==> src/rtl/mult16_share_arbiter_if.sv <==
// Handshake and result bus between the two calculator requesters
// (keypad/ALU sequencing) and the shared 16x16 multiplier arbiter.
interface mult16_share_arbiter_if;
    // Requester 0 request channel
    logic        req0_valid;
    logic        req0_ready;
    logic [15:0] req0_a;
    logic [15:0] req0_b;

    // Requester 1 request channel
    logic        req1_valid;
    logic        req1_ready;
    logic [15:0] req1_a;
    logic [15:0] req1_b;

    // Response channels; the product bus is shared and tagged by which valid is high
    logic        resp0_valid;
    logic        resp0_ready;
    logic        resp1_valid;
    logic        resp1_ready;
    logic [31:0] resp_product;

    // Status
    logic        busy;
    logic [15:0] op_count;

    // Requester side (front-end)
    modport master (
        output req0_valid, req0_a, req0_b, resp0_ready,
        output req1_valid, req1_a, req1_b, resp1_ready,
        input  req0_ready, req1_ready,
        input  resp0_valid, resp1_valid, resp_product,
        input  busy, op_count
    );

    // Arbiter side
    modport slave (
        input  req0_valid, req0_a, req0_b, resp0_ready,
        input  req1_valid, req1_a, req1_b, resp1_ready,
        output req0_ready, req1_ready,
        output resp0_valid, resp1_valid, resp_product,
        output busy, op_count
    );
endinterface

==> src/rtl/mult16_share_arbiter.sv <==
// Shares one combinational 16x16 unsigned multiplier between two requesters.
// A round-robin arbiter picks one request in IDLE, the operands are registered
// and held for MUL_LATENCY cycles while the multiplier settles, and the product
// is then captured and held in DONE until the owning requester acknowledges it.

// Combinational unsigned 16x16 -> 32 multiplier.
module Multiplier_16 (
    input  logic [15:0] a,
    input  logic [15:0] b,
    output logic [31:0] p
);
    // Operands are widened first so the product keeps all 32 bits.
    assign p = {16'd0, a} * {16'd0, b};
endmodule

module mult16_share_arbiter #(
    // Cycles the operands are held before the product is captured; legal 1..15.
    parameter int unsigned MUL_LATENCY = 2
) (
    input  logic                    clk,
    input  logic                    rst_n,
    mult16_share_arbiter_if.slave   bus
);

    localparam logic [3:0] LAT_RELOAD = 4'(MUL_LATENCY);

    typedef enum logic [1:0] {
        ST_IDLE = 2'd0,
        ST_BUSY = 2'd1,
        ST_DONE = 2'd2
    } state_t;

    state_t      state_q;
    logic        owner_q;       // requester that owns the in-flight operation
    logic        last_grant_q;  // requester served most recently
    logic [15:0] op_a_q;
    logic [15:0] op_b_q;
    logic [3:0]  settle_cnt_q;
    logic [31:0] product_q;
    logic [15:0] op_count_q;
    logic        busy_q;
    logic        resp0_valid_q;
    logic        resp1_valid_q;

    logic        grant_valid;
    logic        grant_id;
    logic [15:0] sel_a;
    logic [15:0] sel_b;
    logic [31:0] mul_p;
    logic        owner_ack;

    // Round-robin grant: a lone request wins outright; on contention the
    // requester that was not served last wins.
    always_comb begin
        // NOTE: every combinational output gets a default first so no path
        // through the block leaves it unassigned and infers a latch.
        grant_valid = 1'b0;
        grant_id    = 1'b0;
        if (state_q == ST_IDLE) begin
            if (bus.req0_valid && bus.req1_valid) begin
                grant_valid = 1'b1;
                grant_id    = ~last_grant_q;
            end else if (bus.req0_valid) begin
                grant_valid = 1'b1;
                grant_id    = 1'b0;
            end else if (bus.req1_valid) begin
                grant_valid = 1'b1;
                grant_id    = 1'b1;
            end
        end
    end

    // Request ready is combinational so the accept happens on the same edge
    // the grant is decided; at most one of the two can be high.
    assign bus.req0_ready = grant_valid & ~grant_id;
    assign bus.req1_ready = grant_valid &  grant_id;

    assign sel_a = grant_id ? bus.req1_a : bus.req0_a;
    assign sel_b = grant_id ? bus.req1_b : bus.req0_b;

    // Only the owner's acknowledge can retire the held product.
    assign owner_ack = owner_q ? bus.resp1_ready : bus.resp0_ready;

    Multiplier_16 u_mul (
        .a (op_a_q),
        .b (op_b_q),
        .p (mul_p)
    );

    // Arbiter FSM: accept in IDLE, count down the settle time in BUSY,
    // hold the product in DONE until the owner acknowledges.
    always_ff @(posedge clk or negedge rst_n) begin
        // NOTE: state registers use non-blocking assignments so every
        // register samples the values from before this edge.
        if (!rst_n) begin
            state_q       <= ST_IDLE;
            owner_q       <= 1'b0;
            last_grant_q  <= 1'b1;  // requester 0 wins the first contention
            op_a_q        <= 16'd0;
            op_b_q        <= 16'd0;
            settle_cnt_q  <= 4'd0;
            product_q     <= 32'd0;
            op_count_q    <= 16'd0;
            busy_q        <= 1'b0;
            resp0_valid_q <= 1'b0;
            resp1_valid_q <= 1'b0;
        end else begin
            case (state_q)
                ST_IDLE: begin
                    if (grant_valid) begin
                        op_a_q       <= sel_a;
                        op_b_q       <= sel_b;
                        owner_q      <= grant_id;
                        settle_cnt_q <= LAT_RELOAD;
                        busy_q       <= 1'b1;
                        state_q      <= ST_BUSY;
                    end
                end

                ST_BUSY: begin
                    settle_cnt_q <= settle_cnt_q - 4'd1;
                    if (settle_cnt_q == 4'd1) begin
                        product_q     <= mul_p;
                        resp0_valid_q <= ~owner_q;
                        resp1_valid_q <=  owner_q;
                        state_q       <= ST_DONE;
                    end
                end

                ST_DONE: begin
                    if (owner_ack) begin
                        last_grant_q  <= owner_q;
                        op_count_q    <= op_count_q + 16'd1;
                        resp0_valid_q <= 1'b0;
                        resp1_valid_q <= 1'b0;
                        busy_q        <= 1'b0;
                        state_q       <= ST_IDLE;
                    end
                end

                default: begin
                    resp0_valid_q <= 1'b0;
                    resp1_valid_q <= 1'b0;
                    busy_q        <= 1'b0;
                    state_q       <= ST_IDLE;
                end
            endcase
        end
    end

    assign bus.resp0_valid  = resp0_valid_q;
    assign bus.resp1_valid  = resp1_valid_q;
    assign bus.resp_product = product_q;
    assign bus.busy         = busy_q;
    assign bus.op_count     = op_count_q;

endmodule
==> src/flat_wrapper.sv <==
// flat-port wrapper written by rule: the top's interface ports become plain ports
module mult16_share_arbiter_flat 
#(
                                                                                
    parameter int unsigned MUL_LATENCY = 2
)
  (clk, rst_n, bus_req0_valid, bus_req0_a, bus_req0_b, bus_resp0_ready, bus_req1_valid, bus_req1_a, bus_req1_b, bus_resp1_ready, bus_req0_ready, bus_req1_ready, bus_resp0_valid, bus_resp1_valid, bus_resp_product, bus_busy, bus_op_count);
  mult16_share_arbiter_if bus_i ();
  input  logic clk;
  input  logic rst_n;
  input wire logic [$bits(bus_i.req0_valid)-1:0] bus_req0_valid;
  input wire logic [$bits(bus_i.req0_a)-1:0] bus_req0_a;
  input wire logic [$bits(bus_i.req0_b)-1:0] bus_req0_b;
  input wire logic [$bits(bus_i.resp0_ready)-1:0] bus_resp0_ready;
  input wire logic [$bits(bus_i.req1_valid)-1:0] bus_req1_valid;
  input wire logic [$bits(bus_i.req1_a)-1:0] bus_req1_a;
  input wire logic [$bits(bus_i.req1_b)-1:0] bus_req1_b;
  input wire logic [$bits(bus_i.resp1_ready)-1:0] bus_resp1_ready;
  output wire logic [$bits(bus_i.req0_ready)-1:0] bus_req0_ready;
  output wire logic [$bits(bus_i.req1_ready)-1:0] bus_req1_ready;
  output wire logic [$bits(bus_i.resp0_valid)-1:0] bus_resp0_valid;
  output wire logic [$bits(bus_i.resp1_valid)-1:0] bus_resp1_valid;
  output wire logic [$bits(bus_i.resp_product)-1:0] bus_resp_product;
  output wire logic [$bits(bus_i.busy)-1:0] bus_busy;
  output wire logic [$bits(bus_i.op_count)-1:0] bus_op_count;
  assign bus_i.req0_valid = bus_req0_valid;
  assign bus_i.req0_a = bus_req0_a;
  assign bus_i.req0_b = bus_req0_b;
  assign bus_i.resp0_ready = bus_resp0_ready;
  assign bus_i.req1_valid = bus_req1_valid;
  assign bus_i.req1_a = bus_req1_a;
  assign bus_i.req1_b = bus_req1_b;
  assign bus_i.resp1_ready = bus_resp1_ready;
  assign bus_req0_ready = bus_i.req0_ready;
  assign bus_req1_ready = bus_i.req1_ready;
  assign bus_resp0_valid = bus_i.resp0_valid;
  assign bus_resp1_valid = bus_i.resp1_valid;
  assign bus_resp_product = bus_i.resp_product;
  assign bus_busy = bus_i.busy;
  assign bus_op_count = bus_i.op_count;
  mult16_share_arbiter #(.MUL_LATENCY(MUL_LATENCY)) u_core (.clk(clk), .rst_n(rst_n), .bus(bus_i));
endmodule
==> config.mk <==
export PLATFORM = sky130hd
export DESIGN_NAME = mult16_share_arbiter_flat
export DESIGN_NICKNAME = d
export VERILOG_FILES = /design/src/rtl/mult16_share_arbiter_if.sv /design/src/rtl/mult16_share_arbiter.sv /design/src/flat_wrapper.sv
export SDC_FILE = /design/constraint.sdc
export NUM_CORES = 1
export LEC_CHECK = 0
export CAP_MARGIN = 10
export CORE_MARGIN = 10
export CORE_UTILIZATION = 30
export DETAILED_ROUTE_END_ITERATION = 16
export GPL_TIMING_DRIVEN = 0
export PLACE_DENSITY_LB_ADDON = 0.1
export SYNTH_ARGS = -nofsm -noshare
export SYNTH_HDL_FRONTEND = slang
export SYNTH_SLANG_ARGS = --single-unit
==> constraint.sdc <==
create_clock -name clk -period 5.83 [get_ports clk]
set_input_delay 1.4575 -clock clk [delete_from_list [all_inputs] [get_ports clk]]
set_output_delay 1.4575 -clock clk [all_outputs]
set_load 0.01 [all_outputs]
=== After elaboration in Yosys (flattened, before gate mapping) ===
Cells that the tools add are included.

* Divide/modulo/power cells: 0
* Multipliers: 1
* Equality and inequality tests: 6
* Bitwise logic cells: 7
* Multiplexer cells: 23
* Shift operators: 0
* Reductions and logical operators: 10
* Magnitude comparators: 0
* Add/subtract/negate cells: 2

{| class="wikitable"
|+ Operator list
! kind !! number
|-
| multiplier 16 x 16 -> 32 bit || 1
|-
| 2-to-1 mux 16 bit || 2
|-
| adder 16 x 1 -> 16 bit (second input constant) || 1
|-
| 2-to-1 mux 1 bit || 12
|-
| case mux 1 bit (3 select lines) || 3
|-
| AND reduction 3 bit || 3
|-
| case mux 4 bit (2 select lines) || 1
|-
| AND reduction 2 bit || 4
|-
| 2-to-1 mux 2 bit || 3
|-
| inequality test 2 x 1 -> 1 bit (second input constant) || 3
|-
| case mux 2 bit (3 select lines) || 1
|-
| inverter 1 bit || 5
|-
| equality test 4 x 1 -> 1 bit (second input constant) || 1
|-
| 2-to-1 mux 4 bit || 1
|-
| subtractor 4 x 1 -> 4 bit (second input constant) || 1
|-
| bitwise AND 1 bit || 2
|-
| equality test 2 x 1 -> 1 bit (second input constant) || 1
|-
| equality test 2 bit (second input constant) || 1
|-
| logical NOT 2 bit || 1
|-
| nonzero test 2 bit || 1
|-
| logical AND 1 bit || 1
|}

* Memory bits (read-only): 0
* Word-level logic and storage cells: 60
* Bits of input ports: 70
* Bits in writable memories: 0
* Flip-flop bits (word level): 91
* Memories: 0
* Latch bits: 0

=== Logic depth before layout (Yosys ltp) ===
* Depth after elaboration: 6
* Mapped depth: 23
* Gate-level depth less buffers: 20

=== Cells and area by module ===
Synthesis repeated with hierarchy kept, for this count alone.

* Cells, all modules: 1,342
* Area, all modules: 12,613.3 µm²

{| class="wikitable"
|+ By module, submodules not included
! module !! cells an instance !! area an instance (µm²) !! instances
|-
| Multiplier_16 || 1,016 || 8,708.4 || 1
|-
| mult16_share_arbiter || 326 || 3,905.0 || 1
|}

=== Worst setup path before layout ===
No wires, ideal clock.

* Path kind: register to register
* From: reg u_core.op_b_q[7]
* To: reg u_core.product_q[29], in the netlist u_core.bus.resp_product[29]
* Setup slack: 0.183 ns
* Arrival time: 5.522 ns
* Cell stages (with the launch flop): 21
* Path through: dfrtp_1 > clkbuf_1 > clkbuf_1 > nand2_1 > fa_1 > fa_1 > inv_1 > fa_1 > fa_1 > fa_1 > inv_1 > fa_1 > inv_1 > ha_1 > clkbuf_1 > a21oi_1 > o211ai_1 > a311o_1 > o22ai_1 > xnor2_1 > mux2_2

* Longest elaborated chain between the ends: 1

{| class="wikitable"
|+ Ends and longest elaborated chain
! item !! line !! RTL
|-
| from (decl) || mult16_share_arbiter.sv:37 || <nowiki>logic [15:0] op_b_q;</nowiki>
|-
| from (signal assigned) || mult16_share_arbiter.sv:112 || <nowiki>op_b_q <= sel_b;</nowiki>
|-
| multiplier 16 x 16 -> 32 bit || mult16_share_arbiter.sv:13 || <nowiki>assign p = {16'd0, a} * {16'd0, b};</nowiki>
|-
| to (signal assigned) || mult16_share_arbiter.sv:123 || <nowiki>product_q <= mul_p;</nowiki>
|-
| to (decl) || mult16_share_arbiter.sv:39 || <nowiki>logic [31:0] product_q;</nowiki>
|}

Every way passes these cells.
A chain may end at the register's enable or synchronous reset.

=== Worst setup path after layout ===
* From: reg u_core.op_a_q[4]
* To: reg u_core.product_q[31], in the netlist u_core.bus.resp_product[31]

* Longest elaborated chain between the ends: 1

{| class="wikitable"
|+ Ends and longest elaborated chain
! item !! line !! RTL
|-
| from (decl) || mult16_share_arbiter.sv:36 || <nowiki>logic [15:0] op_a_q;</nowiki>
|-
| from (signal assigned) || mult16_share_arbiter.sv:111 || <nowiki>op_a_q <= sel_a;</nowiki>
|-
| multiplier 16 x 16 -> 32 bit || mult16_share_arbiter.sv:13 ||
|}

Every way passes these cells.

==> impl_metrics.toml <==
[synth]
synth-seq-cells = 91
synthesis.nets = 1690
ys_seq_area_share_pct = 18.69
syn-mean-instance-area_um2 = 9.242
synth-main-ff-cell = "dfrtp_1"
syn-cell-area_um2 = 12190
synth_edf_count = 0
ys_types = 53
synth_cells = 1319
synth_async_sr_flop_share_pct = 100.0
synth_warnings = 0

[timing]
slew_headroom_pct = 34.04
final_max_slew_viol_count = 0
hold_ws_ns = 0.4769
max_freq_mhz = 174.9
fin_skew_ns = 0.01208
report.final.setup_viol = 0
hold_violations = 0
finalCriticalPeriod_ns = 5.716
setup_slack_ns = 0.1139
timing.final.crit_share_pct = 98.05
rsz0062_at_grt = "true"
tightest_slew_ns = 0.9828

[die]
die_h_um = 221.6
core-area_um2 = 39910
dieArea_um2 = 49100
start_util_pct = 30.54
row_count = 73
die_x_um = 221.6
io_pins = 123

[hold_path]
min_path_type = "reg -> reg"
hold_depth = 1

[routing]
dr.pass1.iters = 5
antenna_left = 0
route.vias.total = 9668
drt_iter0_drc = 549
drt-vias-per-instance = 4.751
wirelength_mm = 40.09
wire_per_inst_um = 19.70
drc = 0

[job]
drv_cap = 0

[placement]
portBuffers = 122
pre_cts_ws_ns = -1.178
gp_congestion = 0.8422
dp_hpwl_mm = 31.65

[clock_network]
cts_tree = "yes"
cts_made_buffers = 9
clk_pin_slew_ns = 0.08
cts_hold_buf = 0
clock-sinks = 91
clock_path_buffers = 2
root_buffer = "clkbuf_16"
worstSkewPairLatency_ns = 0.38
htreeDepth = 3

[worst_setup_path]
crit_path_end_kind = "flop"
crit_type = "reg -> reg"
reg2reg_depth = 19
critPathLaunchType = "flop"
required_ns = 6.14
critPathMaxFanout = 10
cp_data_arrival_time_ns = 6.03
ff2ff_setup_slack_ns = 0.11

[run_status]
status = "finished clean"

[final_layout]
area_growth_pct = 26.84
utilization_pct = 38.74
fillerInstances = 4091
antennaDiodeCount = 0
finalNetCount = 1876
drive_gt1_share_pct = 14.24

[global_route]
grt.overflow.total = 0
grt_pass1_wl_mm = 62.13
grt_pass1_vias = 10250
grt_usage_pct = 16.26
grt_max_degree = 62
antenna_found_initial = 1
what timing repair did:
item	CTS	global route
gates resized for setup	145	65
pin swaps	9	24
buffers inserted	27	29
setup endpoints to repair	20	16
hold endpoints to repair	0	0
worst max-delay path, stage by stage (launching register included):
cell      delay (ns)
dfrtp_2         0.46
clkbuf_4        0.23
and2_1          0.18
fa_1            0.50
inv_1           0.07
fa_1            0.54
inv_1           0.05
fa_1            0.40
fa_1            0.46
fa_1            0.52
inv_1           0.05
fa_1            0.48
inv_1           0.05
ha_2            0.39
nand2_1         0.15
or2_2           0.36
a21oi_2         0.20
a21oi_4         0.06
o41a_1          0.40
nand2_1         0.07
stage by stage:
step | cell area (µm²) | TNS [ns] | cells
finish | 15460 | 0 | 2035
global route | 15460 | -0.2729 | 2035
global placement | 14070 | -51.61 | 1966
floorplan | 12190 | 0 | 1319
CTS | 15010 | 0 | 2006
detailed placement | 14090 | -15.76 | 1967
sequential cells by signal, indices dropped and copies added (netlist names), 2 cells and up:
| signal | flops |
|---|---|
| u_core.bus.resp_product | 32 |
| u_core.state_q | 2 |
| u_core.op_a_q | 16 |
| u_core.op_b_q | 16 |
| u_core.bus.op_count | 16 |
| u_core.settle_cnt_q | 4 |
kinds of logic (layout without fill, tap and decap cells):
family,Yosys count,in the layout,synth area share [%]
XOR/XNOR,42,42,3.018
AND/OR/NAND/NOR,416,416,16.34
adder cells (fa/ha/maj),301,301,42.84
buffers and inverters,300,491,9.268
multiplexers,4,4,0.3490
flip-flops,91,91,18.69
AO/OA/AOI/OAI,165,165,9.494
cell type report:
cell class	instances	area [µm²]	share of cell area (%)
plain buffers	53	416.7	2.695
clock buffers	9	225.2	1.457
clock inverters	7	82.58	0.5341
inverters	243	912.1	5.899
multi-input cells	928	9163	59.26
flip-flops and latches	91	2320	15.00
well taps	525	656.9	4.248
repair buffers	179	1687	10.91
final timing paths:
kind                                         startpoint                          end
worst max-delay path                   u_core.op_a_q[4]  u_core.bus.resp_product[31]
worst min-delay path            u_core.bus.op_count[15]      u_core.bus.op_count[15]
worst max register to register         u_core.op_a_q[4]  u_core.bus.resp_product[31]
worst min register to register  u_core.bus.op_count[15]      u_core.bus.op_count[15]
max in group asynchronous                         rst_n             u_core.op_b_q[7]
min in group asynchronous                         rst_n      u_core.bus.op_count[10]
per-layer routing:
layer | GRT usage (%) | up-vias | routed length (µm)
li1 | - | 4529 | -
met1 | 22.09 | 4949 | 18740
met2 | 27.09 | 173 | 19430
met3 | 3.111 | 17 | 1685
met4 | 1.553 | 0 | 229
met5 | 0 | - | 0
Yosys cell counts (24+ instances only):
cell type,number,area share [%]
inv_1,243,7.5
o21ai_0,41,1.7
fa_1,194,32
xnor2_1,24,1.7
nand2_1,209,6.4
dfrtp_1,90,18
a222oi_1,32,2.6
clkbuf_1,54,1.7
nor2_1,31,0.95
a21oi_1,43,1.8
ha_1,107,11
and2_1,128,6.6
cell usage in the layout, fill, tap and decap left out, types with 28 or more instances in the layout:
cell type and n:
ha_1 96, nor2_1 28, buf_4 55, dfrtp_2 30
clkdlybuf4s50_1 121, and2_1 127, inv_1 241, dfrtp_1 59
fa_1 188, a222oi_1 32, nand2_1 207, o21ai_0 33
Power is left out: the tool's default activity adds up to more than one toggle a clock period on the data nets, which glitch-free logic cannot reach.
